`src/rtl/dct4x4_sched_if.sv`:
```
// Bundles the feeder, butterfly and result-sink signals of the 4x4 DCT scheduler.
// No latency of its own; the slave side is the scheduler, the master side is its environment.
// Feeder uses valid/ready; the butterfly and sink have no backpressure.
interface dct4x4_sched_if #(
  parameter int WIDTH_X = 16,
  parameter int WIDTH_Y = 22
);
  logic                      start;
  logic                      in_valid;
  logic                      in_ready;
  logic signed [WIDTH_X-1:0] in_x0, in_x1, in_x2, in_x3;
  logic                      bf_load;
  logic signed [WIDTH_Y-1:0] bf_x0, bf_x1, bf_x2, bf_x3;
  logic signed [WIDTH_Y-1:0] bf_y0, bf_y1, bf_y2, bf_y3;
  logic                      out_valid;
  logic [1:0]                out_col;
  logic signed [WIDTH_Y-1:0] out_y0, out_y1, out_y2, out_y3;
  logic                      busy;
  logic                      done;

  modport master (
    output start, in_valid, in_x0, in_x1, in_x2, in_x3, bf_y0, bf_y1, bf_y2, bf_y3,
    input  in_ready, bf_load, bf_x0, bf_x1, bf_x2, bf_x3, out_valid, out_col,
    input  out_y0, out_y1, out_y2, out_y3, busy, done
  );

  modport slave (
    input  start, in_valid, in_x0, in_x1, in_x2, in_x3, bf_y0, bf_y1, bf_y2, bf_y3,
    output in_ready, bf_load, bf_x0, bf_x1, bf_x2, bf_x3, out_valid, out_col,
    output out_y0, out_y1, out_y2, out_y3, busy, done
  );
endinterface

```
`src/rtl/dct4x4_sched.sv`:
```
// Schedules one shared 4-point butterfly through a 4x4 2-D DCT: 4 row passes, transpose, 4 column passes.
// Latency: 4 row handshakes + 2 drain + 4 column + 2 drain + 1 done cycle; each column result is registered.
// Backpressure: rows stall on in_valid (pipe holds); the output side has none, so the sink must take every column.
module dct4x4_sched #(
  parameter int WIDTH_X = 16,
  parameter int WIDTH_Y = 22,
  parameter int SHIFT1  = 7,
  parameter int SHIFT2  = 8
) (
  input logic            clk,
  input logic            rst,
  dct4x4_sched_if.slave  bus
);

  typedef enum logic [2:0] {S_IDLE, S_ROW, S_RDRAIN, S_COL, S_CDRAIN, S_DONE} state_t;

  localparam logic signed [WIDTH_Y-1:0] RND1 = WIDTH_Y'(2 ** (SHIFT1 - 1));
  localparam logic signed [WIDTH_Y-1:0] RND2 = WIDTH_Y'(2 ** (SHIFT2 - 1));

  state_t                    state_q, state_d;
  logic [1:0]                cnt_q, cnt_d;
  logic                      load, in_rdy, tag_in_vld;
  logic [1:0]                tag_in_idx;
  logic                      tag1_vld_q, tag2_vld_q;
  logic [1:0]                tag1_idx_q, tag2_idx_q;
  logic signed [WIDTH_Y-1:0] tbuf_q [4][4];
  logic signed [WIDTH_Y-1:0] x_ext [4];
  logic signed [WIDTH_Y-1:0] y_in [4];
  logic signed [WIDTH_Y-1:0] opnd [4];
  logic signed [WIDTH_Y-1:0] out_y_q [4];
  logic                      out_valid_q;
  logic [1:0]                out_col_q;
  logic                      row_cap, col_cap;

  assign x_ext[0] = WIDTH_Y'(bus.in_x0);
  assign x_ext[1] = WIDTH_Y'(bus.in_x1);
  assign x_ext[2] = WIDTH_Y'(bus.in_x2);
  assign x_ext[3] = WIDTH_Y'(bus.in_x3);
  assign y_in[0]  = bus.bf_y0;
  assign y_in[1]  = bus.bf_y1;
  assign y_in[2]  = bus.bf_y2;
  assign y_in[3]  = bus.bf_y3;

  // The stage-2 tag belongs to the row phase until the row drain ends; afterwards it is a column.
  assign row_cap = load && tag2_vld_q && (state_q == S_ROW || state_q == S_RDRAIN);
  assign col_cap = load && tag2_vld_q && (state_q == S_COL || state_q == S_CDRAIN);

  // Next-state logic, butterfly strobe, operand mux and tag source.
  always_comb begin
    state_d    = state_q;
    cnt_d      = cnt_q;
    load       = 1'b0;
    in_rdy     = 1'b0;
    tag_in_vld = 1'b0;
    tag_in_idx = cnt_q;
    for (int i = 0; i < 4; i++) opnd[i] = '0;
    unique case (state_q)
      S_IDLE: begin
        if (bus.start) begin
          state_d = S_ROW;
          cnt_d   = '0;
        end
      end
      S_ROW: begin
        in_rdy = 1'b1;
        for (int i = 0; i < 4; i++) opnd[i] = x_ext[i];
        if (bus.in_valid) begin
          load       = 1'b1;
          tag_in_vld = 1'b1;
          cnt_d      = cnt_q + 2'd1;
          if (cnt_q == 2'd3) state_d = S_RDRAIN;
        end
      end
      S_RDRAIN, S_CDRAIN: begin
        load  = 1'b1;
        cnt_d = cnt_q + 2'd1;
        if (cnt_q == 2'd1) begin
          cnt_d   = '0;
          state_d = (state_q == S_RDRAIN) ? S_COL : S_DONE;
        end
      end
      S_COL: begin
        load       = 1'b1;
        tag_in_vld = 1'b1;
        for (int r = 0; r < 4; r++) opnd[r] = tbuf_q[r][cnt_q];
        cnt_d = cnt_q + 2'd1;
        if (cnt_q == 2'd3) state_d = S_CDRAIN;
      end
      S_DONE:  state_d = S_IDLE;
      default: state_d = S_IDLE;
    endcase
  end

  // FSM state and phase counter.
  always_ff @(posedge clk) begin
    if (!rst) begin
      state_q <= S_IDLE;
      cnt_q   <= '0;
    end else begin
      state_q <= state_d;
      cnt_q   <= cnt_d;
    end
  end

  // Tag pipe, transpose buffer and registered column output.
  always_ff @(posedge clk) begin
    if (!rst) begin
      tag1_vld_q  <= 1'b0;
      tag1_idx_q  <= '0;
      tag2_vld_q  <= 1'b0;
      tag2_idx_q  <= '0;
      out_valid_q <= 1'b0;
      out_col_q   <= '0;
      for (int r = 0; r < 4; r++) begin
        out_y_q[r] <= '0;
        for (int c = 0; c < 4; c++) tbuf_q[r][c] <= '0;
      end
    end else begin
      out_valid_q <= 1'b0;
      if (load) begin
        tag1_vld_q <= tag_in_vld;
        tag1_idx_q <= tag_in_idx;
        tag2_vld_q <= tag1_vld_q;
        tag2_idx_q <= tag1_idx_q;
      end
      if (row_cap) begin
        for (int c = 0; c < 4; c++) tbuf_q[tag2_idx_q][c] <= (y_in[c] + RND1) >>> SHIFT1;
      end
      if (col_cap) begin
        out_valid_q <= 1'b1;
        out_col_q   <= tag2_idx_q;
        for (int i = 0; i < 4; i++) out_y_q[i] <= (y_in[i] + RND2) >>> SHIFT2;
      end
    end
  end

  assign bus.in_ready  = in_rdy;
  assign bus.bf_load   = load;
  assign bus.bf_x0     = opnd[0];
  assign bus.bf_x1     = opnd[1];
  assign bus.bf_x2     = opnd[2];
  assign bus.bf_x3     = opnd[3];
  assign bus.out_valid = out_valid_q;
  assign bus.out_col   = out_col_q;
  assign bus.out_y0    = out_y_q[0];
  assign bus.out_y1    = out_y_q[1];
  assign bus.out_y2    = out_y_q[2];
  assign bus.out_y3    = out_y_q[3];
  assign bus.busy      = (state_q != S_IDLE);
  assign bus.done      = (state_q == S_DONE);

endmodule
```
`src/flat_wrapper.sv`:
```
// flat-port wrapper written by rule: the top's interface ports become plain ports
module dct4x4_sched_flat 
#(
  parameter int WIDTH_X = 16,
  parameter int WIDTH_Y = 22,
  parameter int SHIFT1  = 7,
  parameter int SHIFT2  = 8
)
  (clk, rst, bus_start, bus_in_valid, bus_in_x0, bus_in_x1, bus_in_x2, bus_in_x3, bus_bf_y0, bus_bf_y1, bus_bf_y2, bus_bf_y3, bus_in_ready, bus_bf_load, bus_bf_x0, bus_bf_x1, bus_bf_x2, bus_bf_x3, bus_out_valid, bus_out_col, bus_out_y0, bus_out_y1, bus_out_y2, bus_out_y3, bus_busy, bus_done);
  dct4x4_sched_if #(.WIDTH_X(WIDTH_X), .WIDTH_Y(WIDTH_Y)) bus_i ();
  input logic clk;
  input logic rst;
  input wire logic [$bits(bus_i.start)-1:0] bus_start;
  input wire logic [$bits(bus_i.in_valid)-1:0] bus_in_valid;
  input wire logic [$bits(bus_i.in_x0)-1:0] bus_in_x0;
  input wire logic [$bits(bus_i.in_x1)-1:0] bus_in_x1;
  input wire logic [$bits(bus_i.in_x2)-1:0] bus_in_x2;
  input wire logic [$bits(bus_i.in_x3)-1:0] bus_in_x3;
  input wire logic [$bits(bus_i.bf_y0)-1:0] bus_bf_y0;
  input wire logic [$bits(bus_i.bf_y1)-1:0] bus_bf_y1;
  input wire logic [$bits(bus_i.bf_y2)-1:0] bus_bf_y2;
  input wire logic [$bits(bus_i.bf_y3)-1:0] bus_bf_y3;
  output wire logic [$bits(bus_i.in_ready)-1:0] bus_in_ready;
  output wire logic [$bits(bus_i.bf_load)-1:0] bus_bf_load;
  output wire logic [$bits(bus_i.bf_x0)-1:0] bus_bf_x0;
  output wire logic [$bits(bus_i.bf_x1)-1:0] bus_bf_x1;
  output wire logic [$bits(bus_i.bf_x2)-1:0] bus_bf_x2;
  output wire logic [$bits(bus_i.bf_x3)-1:0] bus_bf_x3;
  output wire logic [$bits(bus_i.out_valid)-1:0] bus_out_valid;
  output wire logic [$bits(bus_i.out_col)-1:0] bus_out_col;
  output wire logic [$bits(bus_i.out_y0)-1:0] bus_out_y0;
  output wire logic [$bits(bus_i.out_y1)-1:0] bus_out_y1;
  output wire logic [$bits(bus_i.out_y2)-1:0] bus_out_y2;
  output wire logic [$bits(bus_i.out_y3)-1:0] bus_out_y3;
  output wire logic [$bits(bus_i.busy)-1:0] bus_busy;
  output wire logic [$bits(bus_i.done)-1:0] bus_done;
  assign bus_i.start = bus_start;
  assign bus_i.in_valid = bus_in_valid;
  assign bus_i.in_x0 = bus_in_x0;
  assign bus_i.in_x1 = bus_in_x1;
  assign bus_i.in_x2 = bus_in_x2;
  assign bus_i.in_x3 = bus_in_x3;
  assign bus_i.bf_y0 = bus_bf_y0;
  assign bus_i.bf_y1 = bus_bf_y1;
  assign bus_i.bf_y2 = bus_bf_y2;
  assign bus_i.bf_y3 = bus_bf_y3;
  assign bus_in_ready = bus_i.in_ready;
  assign bus_bf_load = bus_i.bf_load;
  assign bus_bf_x0 = bus_i.bf_x0;
  assign bus_bf_x1 = bus_i.bf_x1;
  assign bus_bf_x2 = bus_i.bf_x2;
  assign bus_bf_x3 = bus_i.bf_x3;
  assign bus_out_valid = bus_i.out_valid;
  assign bus_out_col = bus_i.out_col;
  assign bus_out_y0 = bus_i.out_y0;
  assign bus_out_y1 = bus_i.out_y1;
  assign bus_out_y2 = bus_i.out_y2;
  assign bus_out_y3 = bus_i.out_y3;
  assign bus_busy = bus_i.busy;
  assign bus_done = bus_i.done;
  dct4x4_sched #(.WIDTH_X(WIDTH_X), .WIDTH_Y(WIDTH_Y), .SHIFT1(SHIFT1), .SHIFT2(SHIFT2)) u_core (.clk(clk), .rst(rst), .bus(bus_i));
endmodule
```
`config.mk`:
```
export PLATFORM = sky130hd
export DESIGN_NAME = dct4x4_sched_flat
export DESIGN_NICKNAME = d
export VERILOG_FILES = /design/src/rtl/dct4x4_sched_if.sv /design/src/rtl/dct4x4_sched.sv /design/src/flat_wrapper.sv
export SDC_FILE = /design/constraint.sdc
export NUM_CORES = 1
export LEC_CHECK = 0
export ABC_AREA = 1
export BUFFER_PORTS_ARGS = -buffer_cell sky130_fd_sc_hd__clkbuf_2
export CORE_ASPECT_RATIO = 0.5
export CORE_MARGIN = 2
export CORE_UTILIZATION = 30
export DETAILED_ROUTE_END_ITERATION = 12
export HOLD_SLACK_MARGIN = 0.02
export PLACE_DENSITY = 0.45
export SYNTH_ARGS = -nofsm -noshare
export SYNTH_HDL_FRONTEND = slang
export SYNTH_SLANG_ARGS = --single-unit
```
`constraint.sdc`:
```
create_clock -name clk -period 4.1 [get_ports clk]
set_input_delay 0 -clock clk [delete_from_list [all_inputs] [get_ports clk]]
set_output_delay 0 -clock clk [all_outputs]
set_load 0.05 [all_outputs]
```
; Word level (Yosys, flattened, before mapping)
; Memories as Yosys holds them, arrays and structs flattened.
; Cells that the tools add are included.
[op_classes]
n_addsub = 9
muxes = 42
eq_ne = 12
bitwise_logic = 5
magnitude_cmp = 1
n_reduce_logical = 13
[op_table]
columns = cell, n
row1 = $mux 22, 12
row2 = $bmux 22 s2, 4
row3 = $pmux 88 s2, 1
row4 = $add 22x8->22 const B, 4
row5 = $add 22x9->22 const B, 4
row6 = $mux 88, 1
row7 = $reduce_or 88->1, 1
row8 = $mux 3, 6
row9 = $pmux 3 s4, 1
row10 = $mux 1, 10
row11 = $mux 2, 4
row12 = $ne 2x2->1 const B, 4
row13 = $pmux 2 s4, 1
row14 = $eq 3x2->1 const B, 2
row15 = $eq 3x3->1 const B, 2
row16 = $reduce_and 5->1, 1
row17 = $or 1x1->1, 4
row18 = $pmux 1 s2, 2
row19 = $reduce_bool 4->1, 1
row20 = $eq 3x1->1 const B, 1
row21 = $ge 3x3->1 const B, 1
row22 = $logic_and 1x1->1, 3
row23 = $logic_not 3->1, 1
row24 = $not 2->3, 1
row25 = other kinds (9), 10
[word_totals]
input_bits = 156
mem_bits_rw = 440
elab_cells = 92
mem_count = 2
register_bits = 14
output_inout_bits = 183
[mem_list]
columns = name, words, word_bits, rd, rd_clocked_by_memory_dff, wr, line_no
row1 = u_core.tbuf_q, 4, 88, 4, 0, 4, dct4x4_sched.sv:26  ; logic signed [WIDTH_Y-1:0] tbuf_q [4][4];
row2 = u_core.out_y_q, 4, 22, 4, 0, 4, dct4x4_sched.sv:30  ; logic signed [WIDTH_Y-1:0] out_y_q [4];

; Depth between registers and ports, before layout
; Gate-level depths: netlist of the first run.
[depth]
depth_word = 10
mapped_depth = 10
mapped_depth_nobuf = 10

; Worst setup path after synthesis of the first run
; No wires, ideal clock.
[synth_path]
path_type = register to register
startpoint = register u_core.state_q[0]
endpoint = memory u_core.tbuf_q[0][0] (netlist bit) (enable)
slack_ns = 1.154
path_stages_with_launch = 10
required_ns = 3.680
t_arrival_ns = 2.526
setup_ns = 0.420
period_less_slack_ns = 2.946
path_buffers = 1
cell_sequence = dfxtp_1 -> inv_1 -> nor2_4 -> nand2_1 -> nand2_1 -> nand3_2 -> nor2_8 -> nand2_4 -> buf_6 -> nand2_1
[synth_lines]
columns = item, line_no
row1 = start: declaration, dct4x4_sched.sv:20  ; state_t state_q, state_d;
row2 = start signal: assignment, dct4x4_sched.sv:100  ; state_q <= state_d;
row3 = end: declaration, dct4x4_sched.sv:26

; Final worst setup path of the first run
[layout_path]
startpoint = register u_core.cnt_q[0]
endpoint = output port bus_bf_x3[6]
[layout_between]
elab_chain_cells = 5
[layout_rtl]
columns = item, line_no
row1 = start: declaration, dct4x4_sched.sv:21  ; logic [1:0] cnt_q, cnt_d;
row2 = start signal: assignment, dct4x4_sched.sv:101  ; cnt_q <= cnt_d;
row3 = $not 2->3 (implied by the code), dct4x4_sched.sv:85  ; for (int r = 0; r < 4; r++) opnd[r] = tbuf_q[r][cnt_q];
row4 = $bmux 22 s2, dct4x4_sched.sv:85
row5 = $mux 22 (implied by the code) (2 in a row), dct4x4_sched.sv:85
row6 = $pmux 88 s2, dct4x4_sched.sv:57  ; unique case (state_q)
row7 = end: declaration, flat_wrapper.sv:28  ; output wire logic [$bits(bus_i.bf_x3)-1:0] bus_bf_x3;
; No other way between the ends. The select of a mux whose other input is x is not followed.

==> flow_summary_export.csv, run 1 <==
group,metric,value,unit
outcome,status,"finished clean",
drt,drtIter0Drc,1082,
clocking,h-tree-depth,2,
drt,routed_wl,55500,um
timing,setup_tns,0,ps
timing,rsz0062_at_grt,"false",
drt,vias,12900,
global_route,antenna_found_initial,1,
yosys,ys_ff_latch,310,
setup_path,crit_type,"flop to output pin",
timing,setup-violations-final,0,
setup_path,reg2regPathDepth,9,
place,gp_congestion,0.891,
global_route,grt_pass1_vias,12000,
die,io_pins,339,
clocking,postCtsResizedCells,0,
power_and_ir_drop,ir_drop,0.000256,V
clocking,cts_buffers,34,
setup_path,cpPeakStageDelay,630,ps
setup_path,r2r_setup_slack,1440,ps
drt,route.detailed.drc,0,
setup_path,worstReg2RegEnd,"u_core.tbuf_q[2][0]$_SDFFCE_PN0P_",
power_and_ir_drop,leakagePower,8.55,nW
die,row_count,59,
global_route,grt_use_total,19.5,%
drt,drtPass1Iterations,5,
setup_path,crit_chain,"clkinv_2, buf_4, buf_4, nand2_1, a31oi_1, a22o_1, clkbuf_2",
timing,hold_violations,0,
global_route,grt_pass1_wl,79600,um
timing,worst_slew_pin_slew,1130,ps
die,die_h,168,um
yosys,post_synth_num_cell_types,34,
yosys,avgSynthCellArea,9.47,sq um
yosys,synth-edff-count,296,
clocking,clockBufferDepth,3,
yosys,syn_inst,1694,
setup_path,crit_path_start_kind,"flop",
power_and_ir_drop,cellPowerDensity,543,nW/um^2
yosys,yosysWarnings,0,
setup_path,worstReg2RegStart,"u_core.state_q[0]$_SDFFE_PN0P_",
job,cap_violations,0,
setup_path,slowest_stage,"buf_4",
min_path,hold_depth,4,
min_path,worstHoldStart,"bus_bf_y0[8]",
finish,n_fill_cell,5435,
setup_path,arrival,3320,ps
yosys,synth_area,16000,sq um
timing,max_freq,301,MHz
setup_path,cp-end-kind,"output pin",
clocking,cts_num_sinks,310,
finish,layout.nets,2153,
finish,final_layout_size_suffix_gt1_share,20.2,%
drt,wl_per_cell,20.5,um
setup_path,worst_ep_required_time,4100,ps
die,core-area,52400,sq um
global_route,overflow,0,
timing,period_share,81.1,%
setup_path,critPathBufInv,4,
yosys,synthArstFlopShare,0,%
drt,ant_nets,0,
clocking,cts.clk_slew.worst_paths,60,ps
yosys,yosys-top-cells-area,"edfxtp_1 55%, nand2_1 9.0%, nor2_1 8.4%, xor2_1 3.3%, nand3_1 3.2%",
timing,finClkSkew,14.2,ps
drt,wl_met1,25900,um
timing,timing.final.ws_setup,776,ps
die,die-area,55400,sq um
timing,period_minus_slack,3320,ps
drt,highest_layer,"met4",
clocking,postCtsSetupRepairBufs,0,
place,io_buffers,314,
global_route,grt_max_degree,74,
drt,dr_wl_met2,25100,um
min_path,hold_end,"u_core.out_y_q[0][0]$_SDFFCE_PN0P_",
finish,final_common_cell,"nand2_1",
yosys,synth_top_area_cell,"edfxtp_1",
finish,antennaDiodeCount,0,
setup_path,cp_max_fo,54,
finish,mostFrequentLayoutCells,"378 x nand2_1, 359 x nor2_1, 314 x clkbuf_2",
setup_path,cpMostUsedCell,"buf_4",
clocking,hold_buffers,62,
drt,via_per_inst,4.75,
setup_path,crit_family,"buffers and inverters",
timing,slew_violations,0,
die,initial_utilization,30.6,%
drt,routed-wl-met3,2840,um
yosys,synthFlopType,"edfxtp_1",
finish,final_util,37.1,%
clocking,clkLatencyLatePin,530,ps
place,place_ws,1320,ps
timing,relSlewSlack,24.4,%
place,dp_hpwl,38900,um
yosys,syn_nets,1861,
yosys,ys_seq_area_share,57.2,%
min_path,worstHoldPathType,"input port to flop",
finish,area_growth,21.3,%
die,dieWidth,331,um
yosys,yosysTopAreaCellShare,55.4,%
clocking,root_buffer,"clkbuf_16",
clocking,cts_tree,"built",
cells in the mapped netlist (all sizes together), types with 4 or more instances:
master and count:
a21oi 27, a22o 56, a31oi 56, buf 101
clkbuf 40, dfxtp 14, edfxtp 296, ha 11
inv 105, nand2 389, nand3 103, nand4 11
nor2 362, nor3 4, o21ai 30, o22ai 4
xnor2 15, xor2 61
worst max path at each step:
stage / endpoint / cells past startpoint / slack, ps / start
global route: bus_bf_x3[6] / 7 / 630 / u_core.cnt_q[0]$_SDFFE_PN0P_
detailed placement: bus_bf_x2[7] / 7 / 1320 / u_core.cnt_q[0]$_SDFFE_PN0P_
floorplan: u_core.tbuf_q[0][0]$_SDFFCE_PN0P_ / 9 / 1150 / u_core.state_q[0]$_SDFFE_PN0P_
global placement: bus_bf_x1[13] / 7 / 1340 / u_core.cnt_q[0]$_SDFFE_PN0P_
finish: bus_bf_x3[6] / 7 / 780 / u_core.cnt_q[0]$_SDFFE_PN0P_
CTS: bus_bf_x2[7] / 7 / 750 / u_core.cnt_q[0]$_SDFFE_PN0P_
power breakdown:
part	total, mW	switching (mW)	leakage (nW)	internal (mW)
Clock	2.99	1.29	0.517	1.70
Sequential	3.78	0.159	3.17	3.62
Combinational	3.79	2.94	4.86	0.848
Total	10.6	4.39	8.55	6.17
worst min-delay path, cell delays in order:
cell and delay (ps):
clkbuf_2 130, ha_1 170, inv_1 50, nor2_1 100
kinds of logic (layout without fill, tap and decap cells):
logic type	after synthesis	after routing	synth area share, %
AOI/OAI and AO/OA	173	173	7.18
xor gates and xnor gates	76	76	4.15
adders and majority gates	11	11	0.858
buffers and inverters	247	563	8.39
DFF	310	310	57.2
and+or+nand+nor	877	877	22.3
metal layers:
metal  global-route usage [%]  vias up
met4                     5.93        0
li1                         -     6219
met1                     28.0     6181
met5                        0        -
met3                     2.63       75
met2                     30.7      390
final cells by class:
class | count | area, sq um | area share (%)
tap | 701 | 877 | 4.51
multi-input combinational | 1137 | 5540 | 28.5
sequential | 310 | 9170 | 47.2
clock buffer | 43 | 948 | 4.88
inverter | 106 | 399 | 2.05
timing repair buffer | 397 | 2410 | 12.4
clock inverter | 17 | 101 | 0.521
state kept, by name, indices dropped and copies added (netlist names):
signal / count
u_core.tag1_vld_q: 1
u_core.bus.out_valid: 1
u_core.out_y_q: 56
u_core.bus.out_col: 2
u_core.tbuf_q: 240
u_core.tag1_idx_q: 2
u_core.tag2_idx_q: 2
u_core.state_q: 3
u_core.tag2_vld_q: 1
u_core.cnt_q: 2
through the flow:
step           hold slack [ps]  power, mW  instances  instance area (sq um)
2_1_floorplan              138       6.62       1694                  16000
3_3_place_gp               389       7.63       2589                  17800
3_5_place_dp               395       7.63       2589                  17800
4_1_cts                   24.5       10.7       2711                  19500
5_1_grt                   52.1       11.0       2711                  19500
6_report                  35.6       10.6       2711                  19500
Power figures use the tool's default switching activity.
==> run 2: changes to the inputs <==
Settings changed: PLACE_DENSITY 0.45 to 0.47.
Clock period 4.1 ns to 2.8 ns, I/O delays scaled along.
==> run 2 against run 1 <==
Net effect: non-clock buffer count is 50 higher; clock skew fell by 3.5 ps; core utilization is 0.92 points higher; power increased by 46%; combinational power rose by 53%; worst setup slack worse by 570 ps; via count grew 2.4%; sequential power is 46% higher; critical path depth up 1; cell area is 2.5% higher; largest power group unchanged; highest routed layer unchanged.
==> flow_summary_export.csv, run 2 (synthesized netlist as in run 1, its figures left out) <==
group,metric,value,unit
outcome,status,"finished clean",
timing,rsz0062_at_grt,"false",
setup_path,crit_type,"flop to flop",
job,cap_violations,0,
clocking,clockBufferDepth,3,
timing,max_freq,385,MHz
clocking,root_buffer,"clkbuf_16",
power_and_ir_drop,ir_drop,0.000481,V
timing,slew_violations,0,
clocking,h-tree-depth,1,
power_and_ir_drop,p_comb_share,37.8,%
finish,layout.nets,2201,
finish,final_layout_size_suffix_gt1_share,20.6,%
place,gp_congestion,0.900,
timing,period_share,92.8,%
drt,routed_wl,56100,um
die,dieWidth,331,um
drt,via_per_inst,4.77,
setup_path,worst_ep_required_time,3130,ps
setup_path,r2r_setup_slack,200,ps
clocking,clkLatencyLatePin,580,ps
finish,n_fill_cell,5314,
finish,mostFrequentLayoutCells,"378 x nand2_1, 359 x nor2_1, 314 x clkbuf_2",
power_and_ir_drop,power.switching,6.48,mW
drt,vias,13200,
global_route,overflow,0,
setup_path,arrival,2930,ps
global_route,antenna_found_initial,2,
finish,top_register,"u_core.tbuf_q",
die,core-area,52400,sq um
timing,whs,39.2,ps
timing,finClkSkew,10.7,ps
die,io_pins,339,
die,die_h,168,um
power_and_ir_drop,pwr-share-clk,26.3,%
clocking,cts_num_sinks,310,
clocking,cts_buffers,31,
global_route,grt_max_degree,98,
clocking,cts_tree,"built",
global_route,use_met3,2.55,%
setup_path,cp-end-kind,"flop",
setup_path,cp_max_fo,20,
drt,ant_nets,0,
global_route,met2_usage,31.0,%
global_route,grtUsageMet1,27.5,%
finish,largest_reg_flops,240,
drt,drtIter0Drc,1029,
global_route,grt_use_total,19.4,%
die,die-area,55400,sq um
timing,period_minus_slack,2600,ps
finish,regArea,9170,sq um
place,dp_hpwl,37300,um
timing,worst_slew_pin_slew,999,ps
global_route,grt_busiest_layer,"met2",
power_and_ir_drop,swShare,42.1,%
global_route,grt_pass1_wl,79700,um
timing,setup-violations-final,0,
setup_path,crit_path_start_kind,"flop",
power_and_ir_drop,cellPowerDensity,772,nW/um^2
timing,setup_tns,0,ps
finish,top_regs,"u_core.tbuf_q (240), u_core.out_y_q (56), u_core.state_q (3)",
drt,drtPass1Iterations,5,
die,initial_utilization,30.6,%
global_route,grt_pass1_vias,12300,
finish,area_growth,24.3,%
drt,wl_per_cell,20.3,um
power_and_ir_drop,leakagePower,8.80,nW
place,io_buffers,314,
finish,multiInputGateArea,5560,sq um
die,row_count,59,
power_and_ir_drop,seqPwrFrac,35.9,%
clocking,cts.clk_slew.worst_paths,70,ps
timing,relSlewSlack,32.9,%
power_and_ir_drop,power.internal,8.91,mW
finish,final_common_cell,"nand2_1",
min_path,worstHoldPathType,"input port to flop",
timing,hold_violations,0,
drt,route.detailed.drc,0,
## run 2: cell count changes in the layout (fill, tap and decap cells not counted), moves of 3 or more
cell,previous run,this run
buf_12,5,11
buf_4,16,28
clkbuf_1,6,9
clkbuf_16,37,32
diode_2,0,3
dlygate4sd3_1,62,91
## run 2: layer usage
layer	wire, um	vias to the layer above
li1	-	6317
met1	25800	6405
met2	25700	376
met3	3040	72
met4	1500	0
met5	0	-
## run 2: metrics by stage
| stage | utilization, % | setup WS [ps] | cell area (sq um) | std cells | total power, mW |
|---|---|---|---|---|---|
| after floorplan | - | 94.8 | 16000 | 1694 | 9.69 |
| after global placement | 34.3 | 549 | 18000 | 2607 | 11.2 |
| after detailed placement | 34.3 | 517 | 18000 | 2607 | 11.2 |
| after CTS | 37.9 | 16.4 | 19800 | 2755 | 15.4 |
| after global routing | 38.0 | 11.7 | 19900 | 2761 | 16.1 |
| final | 38.0 | 202 | 19900 | 2762 | 15.4 |
## run 2: path summary, 6_finish.rpt
check                                                    start                                  to  depth (start not counted)
worst max-delay path            u_core.state_q[1]$_SDFFE_PN0P_  u_core.out_y_q[0][5]$_SDFFCE_PN0P_                          8
worst min register to register  u_core.tag1_vld_q$_SDFFE_PN0N_      u_core.tag1_vld_q$_SDFFE_PN0N_                          2
worst min-delay path                              bus_bf_y0[6]  u_core.tbuf_q[3][66]$_SDFFCE_PN0P_                          4
worst max register to register  u_core.state_q[1]$_SDFFE_PN0P_  u_core.out_y_q[0][5]$_SDFFCE_PN0P_                          8
## run 2: worst max-delay path: stages, from the launching register on
cell and delay, ps:
dfxtp_1 470, nor2_2 90, nand2_1 130, nand3_2 380
nand4_4 260, buf_12 180, buf_12 180, a21oi_1 50
dlygate4sd3_1 560
## run 2: timing repair
| action | 4_1_cts | 5_1_grt |
|---|---|---|
| endpoints found under the hold margin | 135 | 0 |
| endpoints found under the setup margin | 0 | 22 |
| setup buffers | 0 | 2 |
| hold buffers | 91 | 0 |
| gates resized for setup | 0 | 3 |
## run 2: final cells by class
cell class,instances,area share (%)
antenna,3,0.0377
clock buffer,40,4.06
clock inverter,17,0.659
inverter,106,2.00
multi-input combinational,1138,27.9
sequential,310,46.0
tap,701,4.40
timing repair buffer,447,14.9
## run 2: power groups by stage
stage / combinational, mW / sequential [mW] / clock, mW
floorplan: 4.08 / 5.61 / 0
global placement: 5.65 / 5.59 / 0
detailed placement: 5.65 / 5.59 / 0
CTS: 5.77 / 5.49 / 4.12
global route: 6.21 / 5.56 / 4.29
finish: 5.81 / 5.53 / 4.05
==> run 3: changes to the inputs <==
Settings changed: ABC_AREA 1 to unset.
==> run 3 against run 2 <==
Net effect: highest routed layer unchanged; cell area is 2.4% lower; clock power is 7.4% higher; critical path type unchanged; global-route usage is 2.3 points lower; core utilization is 0.37 points higher; hold slack better by 3.3 ps; critical path depth is 2 lower; largest cell class unchanged; synthesized area is 3.2% lower; worst setup slack better by 20 ps; non-clock buffer count is 7 lower; sequential power is 4.7% lower.
==> flow_summary_export.csv, run 3 <==
group,metric,value,unit
die,die-area,53700,sq um
yosys,synth_top_area_cell,"edfxtp_1",
min_path,worstHoldPathType,"input port to flop",
setup_path,cp_max_fo,53,
timing,max_freq,388,MHz
finish,layout.nets,1742,
drt,wl_per_cell,20.6,um
finish,fin_area,19500,sq um
yosys,ys_ff_latch,310,
outcome,status,"finished clean",
timing,period_share,92.0,%
timing,period_minus_slack,2580,ps
clocking,clockBufferDepth,3,
setup_path,worst_ep_required_time,3130,ps
global_route,grt_pass1_wl,68700,um
finish,final_common_cell,"clkbuf_2",
timing,slew_violations,0,
yosys,synth_area,15500,sq um
setup_path,crit_type,"flop to flop",
drt,route.detailed.drc,0,
timing,relSlewSlack,34.8,%
drt,routed_wl,47000,um
die,io_pins,339,
place,io_buffers,314,
clocking,cts_buffers,31,
die,initial_utilization,30.7,%
finish,multiInputGateArea,5520,sq um
global_route,grt_max_degree,61,
power_and_ir_drop,leakagePower,7.36,nW
yosys,yosysTopAreaCellShare,57.2,%
yosys,synth.most_common_cell,"edfxtp_1",
timing,worst_slew_pin_slew,974,ps
finish,final_layout_size_suffix_gt1_share,30.5,%
drt,drtIter0Drc,1058,
die,dieWidth,326,um
timing,rsz0062_at_grt,"false",
drt,drtPass1Iterations,5,
finish,n_fill_cell,4961,
timing,setup_tns,0,ps
place,dpl_cell_area,17600,sq um
drt,via_per_inst,4.89,
clocking,clkLatencyLatePin,570,ps
job,cap_violations,0,
power_and_ir_drop,ir_drop,0.000478,V
yosys,synthArstFlopShare,0,%
die,core-area,50700,sq um
global_route,grt_use_total,17.0,%
global_route,overflow,0,
clocking,cts.clk_slew.worst_paths,70,ps
setup_path,cpPeakStageDelay,590,ps
timing,finClkSkew,8.50,ps
global_route,grt_pass1_vias,10900,
power_and_ir_drop,cellPowerDensity,582,nW/um^2
finish,final_cells,2287,
finish,area_growth,25.2,%
clocking,postCtsSetupRepairBufs,0,
timing,setup-violations-final,0,
yosys,synthFlopType,"edfxtp_1",
clocking,h-tree-depth,1,
yosys,post_synth_num_cell_types,55,
finish,top_register,"u_core.tbuf_q",
setup_path,crit_chain,"and3b_2, o21a_1, nand2_2, buf_4, a21oi_1, dlygate4sd3_1",
drt,vias,11200,
yosys,yosys-top-cells-area,"edfxtp_1 57%, mux4_2 8.7%, nor2_1 6.9%, xnor2_1 3.4%, a22o_1 3.2%",
setup_path,arrival,2900,ps
yosys,avgSynthCellArea,12.5,sq um
setup_path,slowest_stage,"dlygate4sd3_1",
clocking,cts_tree,"built",
finish,largest_reg_flops,240,
clocking,cts_num_sinks,310,
yosys,yosysWarnings,0,
yosys,ys_seq_area_share,59.0,%
timing,hold_violations,0,
yosys,synth-edff-count,296,
global_route,antenna_found_initial,0,
place,dp_hpwl,33800,um
die,die_h,165,um
finish,regArea,9180,sq um
setup_path,crit_path_start_kind,"flop",
place,placed_cells,2149,
finish,top_regs,"u_core.tbuf_q (240), u_core.out_y_q (56), u_core.state_q (3)",
yosys,syn_inst,1247,
clocking,root_buffer,"clkbuf_16",
place,gp_congestion,0.847,
setup_path,cp-end-kind,"flop",
drt,ant_nets,0,
finish,mostFrequentLayoutCells,"314 x clkbuf_2, 296 x edfxtp_1, 285 x nor2_1",
yosys,ys_top_cells_by_count,"296 x edfxtp_1, 285 x nor2_1, 60 x mux4_2, 60 x xnor2_1, 59 x buf_4",
yosys,syn_nets,1414,
die,row_count,58,
## run 3: cell count changes in the layout (fill, tap and decap cells not counted), moves of 10 or more
cell and delta:
mux4_2 +60, o21ai_0 -17, and2_1 +10, nand2_1 -340, nor2_1 -74, xnor2_1 +45, nor4_1 +17, nand3_1 -71
nor3_1 +22, xor2_1 -26, a31oi_1 -53, inv_1 -87
## run 3: final timing paths
kind	startpoint	slack, ps	to	cells after the start
hold reg to reg	u_core.bus.out_col[1]$_SDFFE_PN0P_	460	u_core.bus.out_col[1]$_SDFFE_PN0P_	2
setup reg to reg	u_core.state_q[2]$_SDFFE_PN0P_	220	u_core.out_y_q[1][20]$_SDFFCE_PN0P_	6
hold / removal	bus_bf_y1[7]	40	u_core.out_y_q[1][0]$_SDFFCE_PN0P_	3
setup / recovery	u_core.state_q[2]$_SDFFE_PN0P_	220	u_core.out_y_q[1][20]$_SDFFCE_PN0P_	6
## run 3: cell families after synthesis
kind of cell,Yosys count,share of synthesized area (%)
adder cells (fa/ha/maj),11,0.886
AND/OR/NAND/NOR,477,14.1
AO/OA/AOI/OAI,128,5.97
flip-flops,310,59.0
buffers and inverters,160,5.61
multiplexers,66,9.09
XOR/XNOR,95,5.36
## run 3: critical path: cells and delay by family (launching register included)
kind	cells	cell delay [ps]
AO/OA/AOI/OAI	2	300
buffers and inverters	2	1070
flip-flops	1	530
AND/OR/NAND/NOR	2	370
## run 3: area by class of cell
type,instances,area share (%)
sequential,310,47.2
multi-input combinational,777,28.4
timing repair buffer,440,14.4
tap,690,4.44
clock buffer,36,4.08
clock inverter,17,1.21
inverter,15,0.289
antenna,2,0.0257
## run 3: power by group
group          total, mW  leakage [nW]  internal (mW)  switching, mW
clock               4.35         0.501           2.56           1.79
combinational       1.70          3.69          0.549           1.15
sequential          5.27          3.17           5.21         0.0616
## run 3: through the flow
stage	util (%)	hold WS, ps	power (mW)	worst slack [ps]
after CTS	38.4	40.1	11.4	41.7
after detailed placement	34.7	407	6.98	523
final	38.4	42.4	11.3	223
after floorplan	-	138	6.42	174
after global routing	38.4	40.5	11.7	124
after global placement	34.7	404	6.96	586
## run 3: per-layer routing
layer | GRT usage [%] | wire (um) | part of all wire (%)
met5 | 0 | 0 | 0
met4 | 2.39 | 521 | 1.1
met3 | 2.21 | 2410 | 5.1
met2 | 28.2 | 22400 | 48
met1 | 24.4 | 21700 | 46
## run 3: timing repair
item | in CTS | in global routing
endpoints found under the hold margin | 113 | 0
pin swaps | 0 | 0
endpoints found under the setup margin | 7 | 31
gates resized for setup | 1 | 3
hold buffers | 83 | 0
